[src/rtl/rr_priority_encoder.sv]
// Round-robin N-to-log2(N) encoder: grants one asserted request line by rotating
// priority and holds the index under a valid/ack handshake until accepted.
module rr_priority_encoder #(
   parameter  int M = 3,
   localparam int N = 2**M
) (
   input  logic         clk,
   input  logic         rst_n,
   input  logic [N-1:0] Req,
   input  logic         Ena,
   input  logic         Ack,
   output logic [M-1:0] Sel,
   output logic         Valid,
   output logic [N-1:0] Grant,
   output logic         Multi
);

   typedef enum logic {IDLE, HOLD} state_t;

   state_t         state, state_nxt;
   logic [M-1:0]   ptr;
   logic [M-1:0]   off;
   logic [M-1:0]   idx;
   logic [N-1:0]   rot;
   logic           hit;
   logic           multi_nxt;
   logic           grant_ld;
   logic           rel;
   logic           adv;

   // rot[i] is the request i places after ptr; M-bit add wraps modulo N
   for (genvar g = 0; g < N; g++) begin : g_rot
      assign rot[g] = Req[ptr + M'(g)];
   end

   always_comb begin
      hit = 1'b0;
      off = '0;
      for (int i = N-1; i >= 0; i--) begin
         if (rot[i]) begin
            hit = 1'b1;
            off = M'(i);
         end
      end
   end

   assign idx       = ptr + off;
   assign multi_nxt = |(Req & (Req - N'(1)));

   always_ff @(posedge clk or negedge rst_n) begin
      if (!rst_n) state <= IDLE;
      else        state <= state_nxt;
   end

   always_comb begin
      state_nxt = state;
      case (state)
         IDLE: if (Ena && hit)         state_nxt = HOLD;
         HOLD: if (Ack || !Req[Sel])   state_nxt = IDLE;
         default:                      state_nxt = IDLE;
      endcase
   end

   // Ack wins over a dropped request at the same edge, so priority still rotates
   always_comb begin
      grant_ld = 1'b0;
      rel      = 1'b0;
      adv      = 1'b0;
      case (state)
         IDLE: grant_ld = Ena & hit;
         HOLD: begin
            rel = Ack | ~Req[Sel];
            adv = Ack;
         end
         default: ;
      endcase
   end

   always_ff @(posedge clk or negedge rst_n) begin
      if (!rst_n) begin
         Sel   <= '0;
         Valid <= 1'b0;
         Grant <= '0;
         Multi <= 1'b0;
         ptr   <= '0;
      end else if (grant_ld) begin
         Sel   <= idx;
         Valid <= 1'b1;
         Grant <= N'(1) << idx;
         Multi <= multi_nxt;
      end else if (rel) begin
         Valid <= 1'b0;
         Grant <= '0;
         Multi <= 1'b0;
         if (adv) ptr <= Sel + M'(1);
      end
   end

endmodule

[config.mk]
export PLATFORM = sky130hd
export DESIGN_NAME = rr_priority_encoder
export DESIGN_NICKNAME = d
export VERILOG_FILES = /design/src/rtl/rr_priority_encoder.sv
export SDC_FILE = /design/constraint.sdc
export NUM_CORES = 1
export LEC_CHECK = 0
export BUFFER_PORTS_ARGS = -buffer_cell sky130_fd_sc_hd__buf_2
export CAP_MARGIN = 20
export CORE_ASPECT_RATIO = 0.5
export CORE_UTILIZATION = 30
export CTS_BUF_LIST = sky130_fd_sc_hd__clkbuf_8
export CTS_CLUSTER_SIZE = 28
export DETAILED_ROUTE_END_ITERATION = 16
export HOLD_SLACK_MARGIN = 0.1
export PLACE_DENSITY = 0.47
export SYNTH_ARGS = -nofsm -noshare
export SYNTH_HDL_FRONTEND = slang
export SYNTH_SLANG_ARGS = --single-unit
[constraint.sdc]
create_clock -name clk -period 4.42 [get_ports clk]
set_clock_uncertainty 0.1 [all_clocks]
set_input_delay 0.884 -clock clk [delete_from_list [all_inputs] [get_ports clk]]
set_output_delay 0.884 -clock clk [all_outputs]
set_load 0.005 [all_outputs]
==> results of run 1 <==
cells in the final DEF, fill, tap and decap left out, drive strengths merged:
| master | Yosys | final |
|---|---|---|
| a221oi | 1 | 1 |
| ha | 4 | 4 |
| a22oi | 1 | 1 |
| nor2 | 7 | 7 |
| xnor2 | 2 | 2 |
| or4 | 1 | 1 |
| dfrtp | 17 | 17 |
| nand2b | 3 | 3 |
| inv | 5 | 6 |
| buf | 5 | 27 |
| xor2 | 1 | 1 |
| nand2 | 15 | 15 |
| mux2 | 2 | 2 |
| or3b | 1 | 1 |
| a31o | 1 | 1 |
| o22a | 2 | 2 |
| a21oi | 4 | 4 |
| mux4 | 8 | 8 |
| o2bb2ai | 1 | 1 |
| nor3b | 1 | 1 |
| fa | 1 | 1 |
| maj3 | 2 | 2 |
| nor2b | 7 | 7 |
| and3 | 1 | 1 |
| a32oi | 2 | 2 |
| o22ai | 1 | 1 |
| and2 | 1 | 1 |
| a211oi | 1 | 1 |
| clkbuf | 2 | 3 |
| nor3 | 3 | 3 |
| nand3 | 3 | 3 |
| mux2i | 13 | 13 |
| o221ai | 2 | 2 |
| o21ai | 5 | 5 |
| a22o | 8 | 8 |
| a211o | 2 | 2 |
| nor4 | 1 | 1 |
| and2b | 1 | 1 |
| o31ai | 1 | 1 |
cell type report:
| type | instances | share of cell area |
|---|---|---|
| Multi-Input combinational cell | 110 | 0.572 |
| Sequential cell | 17 | 0.255 |
| Clock inverter | 1 | 0.00225 |
| Timing Repair Buffer | 27 | 0.0855 |
| Clock buffer | 3 | 0.0248 |
| Tap cell | 66 | 0.0495 |
| Inverter | 5 | 0.0113 |
cell usage after synthesis (2+ instances only):
master / count
sky130_fd_sc_hd__a211o_1: 2
sky130_fd_sc_hd__a21oi_1: 4
sky130_fd_sc_hd__a22o_1: 8
sky130_fd_sc_hd__a32oi_1: 2
sky130_fd_sc_hd__buf_2: 2
sky130_fd_sc_hd__buf_6: 2
sky130_fd_sc_hd__clkbuf_1: 2
sky130_fd_sc_hd__dfrtp_1: 17
sky130_fd_sc_hd__ha_1: 4
sky130_fd_sc_hd__inv_1: 5
sky130_fd_sc_hd__maj3_1: 2
sky130_fd_sc_hd__mux2_2: 2
sky130_fd_sc_hd__mux2i_1: 13
sky130_fd_sc_hd__mux4_1: 2
sky130_fd_sc_hd__mux4_2: 6
sky130_fd_sc_hd__nand2_1: 15
sky130_fd_sc_hd__nand2b_1: 3
sky130_fd_sc_hd__nand3_1: 3
sky130_fd_sc_hd__nor2_1: 7
sky130_fd_sc_hd__nor2b_1: 6
sky130_fd_sc_hd__nor3_1: 3
sky130_fd_sc_hd__o21ai_0: 5
sky130_fd_sc_hd__o221ai_1: 2
sky130_fd_sc_hd__o22a_1: 2
logic make-up (layout without fill, tap and decap cells):
family	Yosys count	after routing	synth area share
AO/OA/AOI/OAI	32	32	0.176
AND/OR/NAND/NOR	45	45	0.163
flip-flops	17	17	0.295
adder cells (fa/ha/maj)	7	7	0.0625
multiplexers	23	23	0.236
XOR/XNOR	3	3	0.0234
buffers and inverters	12	36	0.0434
worst max-delay path, stage by stage, from the launching register on:
cell and delay [ns]:
sky130_fd_sc_hd__dfrtp_1 0.56, sky130_fd_sc_hd__inv_1 0.15, sky130_fd_sc_hd__ha_1 0.47, sky130_fd_sc_hd__mux4_1 0.40, sky130_fd_sc_hd__nor2b_1 0.18, sky130_fd_sc_hd__a211oi_1 0.35, sky130_fd_sc_hd__a22oi_1 0.16, sky130_fd_sc_hd__o22a_1 0.24
sky130_fd_sc_hd__fa_1 0.45, sky130_fd_sc_hd__mux2i_1 0.43, sky130_fd_sc_hd__a22o_1 0.22
registers in the layout (all words and copies together), names as in the netlist:
| signal | cells |
|---|---|
| ptr | 3 |
| Valid | 1 |
| state | 1 |
| Grant | 8 |
| Sel | 3 |
| Multi | 1 |
routing by layer:
layer / routed length [um] / vias to the layer above / share of wire
li1: - / 577 / -
met3: 106 / 4 / 0.032
met5: 0 / - / 0
met4: 36 / 0 / 0.011
met1: 1750 / 581 / 0.52
met2: 1460 / 17 / 0.44
final timing paths:
kind	start	end	depth (start not counted)
worst max-delay path	ptr[1]$_DFFE_PN0P_	Grant[3]$_DFFE_PN0P_	10
worst min-delay path	Multi$_DFFE_PN0P_	Multi$_DFFE_PN0P_	2
worst max register to register	ptr[1]$_DFFE_PN0P_	Grant[3]$_DFFE_PN0P_	10
worst min register to register	Multi$_DFFE_PN0P_	Multi$_DFFE_PN0P_	2
max in group asynchronous	rst_n	Grant[3]$_DFFE_PN0P_	1
min in group asynchronous	rst_n	state$_DFF_PN0_	1
through the flow:
| step | util | cell area, um2 | hold WS [ns] | setup slack [ns] | power [uW] |
|---|---|---|---|---|---|
| after floorplan | - | 1440 | 0.368 | 0.766 | 1080 |
| after global placement | 0.360 | 1620 | 0.355 | 0.538 | 1330 |
| after detailed placement | 0.360 | 1620 | 0.387 | 0.587 | 1320 |
| after CTS | 0.370 | 1670 | 0.405 | 0.584 | 1440 |
| after global routing | 0.370 | 1670 | 0.424 | 0.313 | 1560 |
| final | 0.370 | 1670 | 0.402 | 0.660 | 1430 |
power breakdown:
group | total [uW] | switching [uW] | internal (uW)
clock network | 116 | 54.3 | 61.7
registers | 281 | 63.9 | 217
logic | 1030 | 547 | 486
total | 1430 | 665 | 764
==> metrics list, run 1 <==
- Proportion of layout cells with a drive suffix above 1: 0.264
- Leakage Power: 0.000769 uW
- The initial antenna violation count came to 0.
- During I/O placement, the number of pins put on the boundary was 25.
* Count of fill cells added during filler insertion: 484
- The tree built by TritonCTS fans out to 17 sinks.
- In this run the tool buffered the top-level ports with 24 buffer cells.
- Setup CP Type: reg2reg
* Effective utilization at floorplan: 0.320
- In this run the core area contains 17 standard-cell rows.
- Share of flip-flops with an asynchronous set or reset: 1.00
- Setup violations remaining at the end of the flow were counted as 0.
- Clock root cell: sky130_fd_sc_hd__clkbuf_8
- CTS HTree Levels: 1
* Met1 Use GR: 0.200
* Element type at the critical path end: register
- Adding up every negative setup slack in the final design gives 0 ns.
- Worst-case headroom to the max-slew limit: 0.651
- Number of synthesized register bits: 17
- The die covers 5100 um2.
- Global-route wire length before repair: 5460 um
- Routability-driven placement congestion ratio: 0.763
- Highest fanout seen on the critical path: 9
* Initial DRT Pass Iterations: 4
- Clock latency on the worst-skew pair: 0.25 ns
- Cell accounting for the most synthesized area: sky130_fd_sc_hd__dfrtp_1
- Setup repair after global routing left no endpoint under its margin.
* First DRT Iteration DRCs: 46
- The die is 51.0 um tall.
- Minimum period implied by the final worst setup slack: 3.76 ns
- Met3 usage: 0.0274
- Fin. Hold Viols: 0
* CTS hold repair buffers: 0
- Detailed placement ended at an HPWL of 2600 um.
* Met2 track demand over resource in global routing: 0.214
- The min-delay analysis places its worst path in the category reg2reg.
- STA classifies the critical path startpoint as a register.
- Status: finished, final reports clean
- In the routed layout, each cell is associated on average with a via count of 5.15.
* Post_cts resized: 0
- Across the whole layout, storage elements account for 425 um2.
- Sum of routed wire length over all layers: 3350 um
- In this run the most used layer during global routing was met2.
- In this run the remaining antenna-violating nets after routing total 0.
- Maximum operating frequency: 266 MHz
- Top cell type's share of synthesized area: 0.295
* Mapped cell area: 1440 um2
* TritonCTS clock tree: built
- In the finished design, the share of the clock period the worst path needs comes to 0.851.
- Number of global-route vias before repair: 1070
- Number of inserted diodes: 0
- Peak VDD IR: 0.000251 V
- Final slew viol count: 0
- Chip width: 100 um
- Cells taking the most area after synthesis: sky130_fd_sc_hd__dfrtp_1 30%, sky130_fd_sc_hd__mux4_2 9.4%, sky130_fd_sc_hd__mux2i_1 9.0%
- Required time of the critical path: 4.51 ns
- For the worst setup path, the data arrival time is 3.85 ns.
- Clock-pin slew was measured on the worst setup and hold paths at 0.07 ns.
- GR Util All Layers: 0.140
- Summed over all layers, the global routing overflow is 0.
* Fin cells: 229
- Maximum number of pins on one net before global-route repair: 18
* Final routed DRC violation total: 0
* Most used flip-flop cell after synthesis: sky130_fd_sc_hd__dfrtp_1
- Number of enable-type register cells in the synthesized netlist: 0
- The number of different library cells used by synthesis comes to 44.
- CTS buffer count: 3
- Yosys printed 0 warnings.
- For flop-to-flop paths, the worst setup slack is 0.66 ns.
* Nets@finish: 181
* Routed via count: 1179
- Relative to the synthesized area, the layout overhead comes to 15.7%.
- After detailed routing, the average wire length per cell comes to 14.6 um.
- Mean instance size in the synthesized netlist: 10.4 um2
* Seq/Total Area, Yosys: 0.295
- Core region area: 4510 um2
- The longest clock path from root to sink contains 2 buffers.
* Syn nets: 156
- Max-cap violations in this run came to 0.
- Number of setup buffers added after CTS: 0
* Syn Inst Count: 139
- Power spread over the standard cell area amounts to 857 nW/um2.
- Cell count after placement: 225
* Slew at the pin with the worst max-slew slack: 0.523 ns
- The multi-input combinational cells in the finished layout cover a total of 953 um2.
Power figures use the tool's default switching activity.
==> run 2: changes to the inputs <==
Settings changed: RECOVER_POWER set to 100.
==> run 2 against run 1 <==
Sequential power about the same. Largest power group unchanged. Cell area is 0.83% lower. Routed wire length hardly changed. Highest routed layer unchanged. Sequential cell count did not move. Critical endpoint unchanged. Hold slack hardly changed.
==> metrics list, run 2 (synthesized netlist as in run 1, its figures left out) <==
- The worst setup path is of the reg2reg kind.
* Fin cells: 229 (unchanged)
- TritonCTS built the clock tree.
* Last element of the critical path: Grant[3]$_DFFE_PN0P_
- The final antenna-violating net count is 0 (unchanged).
- Element type at the critical path end: register
- The via total after detailed routing was 1180 (+0.085%).
- The fraction of the cycle the final worst path needs is 0.849 (-0.00133).
* GR Util All Layers: 0.140 (unchanged)
* Commonest cells after routing, fill and taps aside: 19 x sky130_fd_sc_hd__buf_2, 17 x sky130_fd_sc_hd__dfrtp_1, 15 x sky130_fd_sc_hd__nand2_1
- Hold/Removal Path Class: reg2reg
- Count of final setup violators: 0 (unchanged)
- Nets@finish: 181 (unchanged)
- The number of cells after detailed placement was 225 (unchanged).
- The flip-flop count of the largest register, all copies and words added came to 8 (unchanged).
- The final-layout setup total negative slack was 0 ns (unchanged).
- R2R Setup Slk: 0.67 ns (about the same)
* Ports placed on the boundary: 25 (unchanged)
* Max-cap violation count: 0 (unchanged)
- Maximum operating frequency: 266 MHz (+0.16%)
- Startpoint of the worst setup timing path: ptr[1]$_DFFE_PN0P_
* Core region area: 4510 um2 (unchanged)
- The tree is rooted in a sky130_fd_sc_hd__clkbuf_8.
- The worst-margin pin slew is 0.916 ns (+0.393 ns).
* FF/Latch Area: 425 um2 (unchanged)
- The horizontal extent of the die came to 100 um (unchanged).
* Leading registers by flop count: Grant (8), Sel (3), ptr (3)
* Initial DRT Pass Iterations: 4 (unchanged)
- IO Port Bufs: 24 (unchanged)
* Effective utilization at floorplan: 0.320 (unchanged)
* Proportion of layout cells with a drive suffix above 1: 0.227 (-0.0368)
- Post-detailed-route via-to-cell ratio: 5.15 (about the same)
- The clock network latency to the later pin of the worst-skew pair was 0.25 ns (about the same).
* FP Rows: 17 (unchanged)
- Die Area: 5100 um2 (unchanged)
* Number of antenna violations at the first check in global routing: 0 (unchanged)
* CTS hold repair buffers: 0 (unchanged)
* Post_cts resized: 0 (unchanged)
* Peak VDD IR: 0.000251 V (-0.11%)
- Reg2Reg Launch Point: ptr[1]$_DFFE_PN0P_
- Count of fill cells added during filler insertion: 487 (+0.62%)
- Endpoint of the worst-slack reg-to-reg timing path: Grant[3]$_DFFE_PN0P_
- Area of combinational cells with multiple inputs: 946 um2 (-0.79%)
- The remaining design rule violation count is 0 (unchanged).
- Register bank with the most flops: Grant
- The remaining global-route overflow was 0 (unchanged).
- First DRT Iteration DRCs: 51 (+11%)
- CP startpoint kind: register
- Setup repair after global routing left no endpoint under its margin.
* Worst hold-check slack: 0.401 ns (-0.000489 ns)
- The largest fanout on the critical path is 9 (unchanged).
- PD cells: 855 nW/um2 (-0.21%)
- Number of setup buffers added after CTS: 0 (unchanged)
- Routed len/inst: 14.6 um (about the same)
- Number of global-route vias before repair: 1070 (unchanged)
- Most common library cell in the layout ignoring fill and taps: sky130_fd_sc_hd__buf_2
* Global-route wire length before repair: 5460 um (unchanged)
- Maximum number of pins on one net before global-route repair: 18 (unchanged)
- The run finished with clean final reports.
- The clock buffer count from CTS is 3 (unchanged).
- Final slew viol count: 0 (unchanged)
* Worst-case headroom to the max-slew limit: 0.389 (-0.261)
- Number of cells on the worst reg-to-reg path: 10 (unchanged)
* CTS HTree Levels: 1 (unchanged)
- Number of inserted diodes: 0 (unchanged)
* Reg clk slew, reported paths: 0.07 ns (about the same)
- Required time of the critical path: 4.51 ns (about the same)
* Arrival time reported for the critical path endpoint: 3.85 ns (about the same)
- Leakage Power: 0.000744 uW (-3.2%)
* Placed wire-length estimate after detailed placement: 2600 um (unchanged)
* Clock Sink Count: 17 (unchanged)
* Height of the die: 51.0 um (unchanged)
- The final hold violation count was 0 (unchanged).
- The sum of routed wire length over all layers was 3350 um (about the same).
- Minimum period implied by the final worst setup slack: 3.75 ns (-0.00588 ns)
* Deepest clock path buffer count: 2 (unchanged)
- The placer's final routability congestion estimate was 0.763 (unchanged).
* Area growth from synthesis to layout: 14.8%
-- run 2: worst min-delay path by stage --
stage,from,to,slack (ns),cells after the start
after floorplan,Valid$_DFFE_PN0P_,Valid$_DFFE_PN0P_,0.37,2
after global placement,Valid$_DFFE_PN0P_,Valid$_DFFE_PN0P_,0.36,2
after global routing,Grant[7]$_DFFE_PN0P_,Grant[7]$_DFFE_PN0P_,0.43,1
after detailed placement,Grant[3]$_DFFE_PN0P_,Grant[3]$_DFFE_PN0P_,0.39,1
after CTS,Multi$_DFFE_PN0P_,Multi$_DFFE_PN0P_,0.41,2
final,Multi$_DFFE_PN0P_,Multi$_DFFE_PN0P_,0.40,2
-- run 2: stage by stage --
stage | power [uW] | cell area [um2] | setup slack (ns) | utilization
global placement | 1330 | 1620 | 0.538 | 0.360
CTS | 1440 | 1670 | 0.584 | 0.370
finish | 1410 | 1650 | 0.666 | 0.367
floorplan | 1080 | 1440 | 0.766 | -
global route | 1540 | 1650 | 0.315 | 0.367
detailed placement | 1320 | 1620 | 0.587 | 0.360
-- run 2: metal layers --
layer	vias to the layer above	wire length [um]	track usage
met5	-	0	0
met4	0	36	0.0435
met3	4	104	0.0274
met2	14	1460	0.214
met1	582	1750	0.200
li1	580	-	-
-- run 2: critical path: stages, from the launching register on --
cell,delay [ns]
sky130_fd_sc_hd__dfrtp_1,0.56
sky130_fd_sc_hd__inv_1,0.15
sky130_fd_sc_hd__ha_1,0.47
sky130_fd_sc_hd__mux4_1,0.40
sky130_fd_sc_hd__nor2b_1,0.18
sky130_fd_sc_hd__a211oi_1,0.35
sky130_fd_sc_hd__a22oi_1,0.15
sky130_fd_sc_hd__o22a_1,0.24
sky130_fd_sc_hd__fa_1,0.45
sky130_fd_sc_hd__mux2i_1,0.43
sky130_fd_sc_hd__a22o_1,0.22
-- run 2: area by class of cell --
class | instances | area share
multi-input combinational | 110 | 0.572
timing repair buffer | 27 | 0.0825
inverter | 5 | 0.0113
clock inverter | 1 | 0.00227
clock buffer | 3 | 0.0250
sequential | 17 | 0.257
tap | 66 | 0.0499
-- run 2: power breakdown --
group	internal [uW]	total, uW	switching, uW
registers	217	280	63.9
logic	474	1020	544
clock network	61.7	116	54.6
total	752	1410	662
==> run 3: changes to the inputs <==
Settings changed: ABC_AREA set to 1, PLACE_DENSITY 0.47 to 0.49.
Clock period 4.42 ns to 3 ns, I/O delays scaled along.
==> run 3 against run 2 <==
Non-clock buffer count grew 12. Clock-buffer cell count stayed put. Critical path depth up 9. Via count is 25% higher. Global-route usage up 1.8 points. Setup slack got worse by 0.51 ns. Synthesized cell count rose by 51%.
==> metrics list, run 3 <==
* Status: finished, final reports clean
- The flop-to-flop setup slack came to 0.16 ns (-0.51 ns).
* Number of antenna violations at the first check in global routing: 0 (unchanged)
- Register bank with the most flops: Grant
* Post-detailed-route via-to-cell ratio: 4.78 (-7.3%)
- Slowest stage cell on the critical path: sky130_fd_sc_hd__fa_2
- By count the netlist is led by 75 x sky130_fd_sc_hd__nand2_1, 32 x sky130_fd_sc_hd__nand3_1, 19 x sky130_fd_sc_hd__inv_1.
- Highest fanout seen on the critical path: 5 (-4)
- Area growth from synthesis to layout: 31.3%
* Ports placed on the boundary: 25 (unchanged)
- Cell accounting for the most synthesized area: sky130_fd_sc_hd__dfrtp_1
- Sum of routed wire length over all layers: 3660 um (+9.3%)
- The clock network latency to the later pin of the worst-skew pair came to 0.25 ns (about the same).
* CTS HTree Levels: 1 (unchanged)
- The placer's final routability congestion estimate was 0.784 (+2.8%).
* Minimum period implied by the final worst setup slack: 2.84 ns (-0.914 ns)
- The final hold violation count is 0 (unchanged).
- Routed len/inst: 11.9 um (-19%)
* Top cell type's share of synthesized area: 0.303 (+0.00789)
- Worst-case headroom to the max-slew limit: 0.382 (-0.00717)
- The number of cell rows came to 17 (unchanged).
- Most used flip-flop cell after synthesis: sky130_fd_sc_hd__dfrtp_1
- The detailed-router iteration count before antenna repair came to 4 (unchanged).
- Final slew viol count: 0 (unchanged)
- Among the stages of the critical path, the cell type that occurs most often is sky130_fd_sc_hd__nand2_1.
- The share of layout cells above drive strength 1 was 0.307 (+0.0798).
- Synth unique cells: 26 (-41%)
- Height of the die: 50.4 um (-1.3%)
- The wire length of the first global-routing pass came to 6260 um (+15%).
- The cell count after synthesis is 210 (+51%).
- STA classifies the critical path endpoint as a register.
* Number of synthesized register bits: 17 (unchanged)
- Most frequently used cell type in the post-synthesis netlist: sky130_fd_sc_hd__nand2_1
* Hold/Removal Path Class: in2async
* Maximum number of pins on one net before global-route repair: 19 (+1)
* Syn nets: 227 (+46%)
* Number of global-route vias before repair: 1374 (+28%)
- Setup WS post-layout: 0.159 ns (-0.506 ns)
- Count of fill cells added during filler insertion: 465 (-4.5%)
- Count of warnings emitted by yosys: 0 (unchanged)
- The worst setup slack before clock tree synthesis is -0.116 ns (-0.702 ns).
* TritonCTS clock tree: built
- The final setup violation count is 0 (unchanged).
- Leading registers by flop count: Grant (8), Sel (3), ptr (3)
* IO Port Bufs: 24 (unchanged)
* CP cell instances: inv_4, ha_4, inv_4, nand3_2, nand2_1, nand2_1, nand2_2, o21ai_2, nand2_1, nand2_1, nand2_1, a21boi_2, ha_2, inv_2, fa_2, inv_2, buf_4, nand4_1, o21ai_1
- Seq/Total Area, Yosys: 0.303 (+0.00789)
- Number of cells on the worst reg-to-reg path: 19 (+9)
* Cells taking the most area after synthesis: sky130_fd_sc_hd__dfrtp_1 30%, sky130_fd_sc_hd__nand2_1 20%, sky130_fd_sc_hd__nand3_1 11%
- The horizontal extent of the die is 98.7 um (-1.3%).
* Number of enable-type register cells in the synthesized netlist: 0 (unchanged)
- Mapped cell area: 1400 um2 (-2.6%)
- Nets@finish: 269 (+49%)
* Deepest clock path buffer count: 2 (unchanged)
- Number of buffers and inverters on the critical path: 5 (+4)
* Reg2Reg Launch Point: ptr[0]$_DFFE_PN0P_
- The total global routing track utilization was 0.158 (+0.0180).
- The smallest hold slack came to 0.357 ns (-0.0442 ns).
- Arrival time reported for the critical path endpoint: 2.88 ns (-0.97 ns)
- Max-cap violation count: 0 (unchanged)
- First DRT Iteration DRCs: 34 (-33%)
- Setup repair after global routing could not meet its margin everywhere.
* Total overflow reported by the global router: 0 (unchanged)
* Die Area: 4970 um2 (-2.5%)
- Reg clk slew, reported paths: 0.07 ns (about the same)
- The worst register-to-register path ends at Grant[6]$_DFFE_PN0P_.
- The flip-flop count of the largest register, all copies and words added is 8 (unchanged).
* CP startpoint kind: register
- The remaining design rule violation count was 0 (unchanged).
* Maximum operating frequency: 352 MHz (+32%)
- Commonest cells after routing, fill and taps aside: 70 x sky130_fd_sc_hd__nand2_1, 26 x sky130_fd_sc_hd__nand3_1, 20 x sky130_fd_sc_hd__buf_2
- The antenna cell count is 0 (unchanged).
* CTS hold repair buffers: 0 (unchanged)
- The starting density of the core was 0.316 (-0.00386).
* Routed via count: 1472 (+25%)
- The synthesized area per cell was 6.68 um2 (-36%).
* Clock root cell: sky130_fd_sc_hd__clkbuf_8
* Core region area: 4450 um2 (-1.4%)
* Share of flip-flops with an asynchronous set or reset: 1.00 (unchanged)
- The largest stage delay on the critical path came to 0.54 ns (-0.02 ns).
* Most common library cell in the layout ignoring fill and taps: sky130_fd_sc_hd__nand2_1
* Clock Sink Count: 17 (unchanged)
- Placed wire-length estimate after detailed placement: 2770 um (+6.8%)
* Required time of the critical path: 3.04 ns (-1.47 ns)
- The fraction of the cycle the final worst path needs came to 0.947 (+0.0975).
- Number of cells on the critical path: 19 (+9)
- The setup path with the least slack is of type reg2reg.
* Cell class contributing the biggest share of worst-path delay: adder cells
- The worst-margin pin slew came to 0.927 ns (+0.0108 ns).
* ANT nets after route: 0 (unchanged)
- CTS buffer count: 3 (unchanged)
[run 3: changes by cell type after synthesis, sizes merged, moves of 13 or more]
cell,delta
nand2,+67
nand3,+29
inv,+16
mux2i,-13
o21ai,+13
[run 3: what timing repair did]
item                                    4_1_cts  5_1_grt
setup buffers                                 0        1
cloned                                        1        0
pin swaps                                     7       16
endpoints found under the setup margin        9       10
gates resized for setup                       8       23
[run 3: metal layers]
layer,track usage,vias to the layer above,part of all wire
li1,-,769,-
met1,0.228,676,0.53
met2,0.255,23,0.44
met3,0.0153,4,0.021
met4,0.0373,0,0.0085
met5,0,-,0
[run 3: how the worst max path moves through the flow]
stage	from	endpoint	slack (ns)
after global routing	ptr[0]$_DFFE_PN0P_	Grant[0]$_DFFE_PN0P_	-0.06
after CTS	ptr[0]$_DFFE_PN0P_	Grant[3]$_DFFE_PN0P_	0.02
after detailed placement	Req[1]	Grant[3]$_DFFE_PN0P_	-0.12
final	ptr[0]$_DFFE_PN0P_	Grant[6]$_DFFE_PN0P_	0.16
after floorplan	ptr[0]$_DFFE_PN0P_	Grant[4]$_DFFE_PN0P_	0.009
after global placement	Req[1]	Grant[1]$_DFFE_PN0P_	-0.06
[run 3: area by class of cell]
class | instances | area (um2) | area share
Timing Repair Buffer | 39 | 235 | 0.128
Tap cell | 57 | 71.3 | 0.0387
Clock inverter | 1 | 5.00 | 0.00272
Inverter | 21 | 83.8 | 0.0455
Multi-Input combinational cell | 170 | 980 | 0.532
Clock buffer | 3 | 41.3 | 0.0224
Sequential cell | 17 | 427 | 0.231
[run 3: cell families after synthesis]
logic type               after synthesis  share of synthesized area
XOR/XNOR                               5                     0.0365
flip-flops                            17                      0.303
AND/OR/NAND/NOR                      132                      0.423
AO/OA/AOI/OAI                         27                      0.108
adder cells (fa/ha/maj)                5                     0.0499
buffers and inverters                 24                     0.0793
[run 3: stage by stage]
step	instances	util	TNS, ns	instance area (um2)
final	308	0.415	0	1840
after global routing	308	0.415	-0.417	1840
after CTS	307	0.395	0	1760
after detailed placement	302	0.379	-0.817	1680
after global placement	302	0.379	-0.291	1680
after floorplan	210	-	0	1420
Power of run 3 is not shown: default switching activity piles up to over one toggle a cycle in this logic, so the estimate is an artifact.
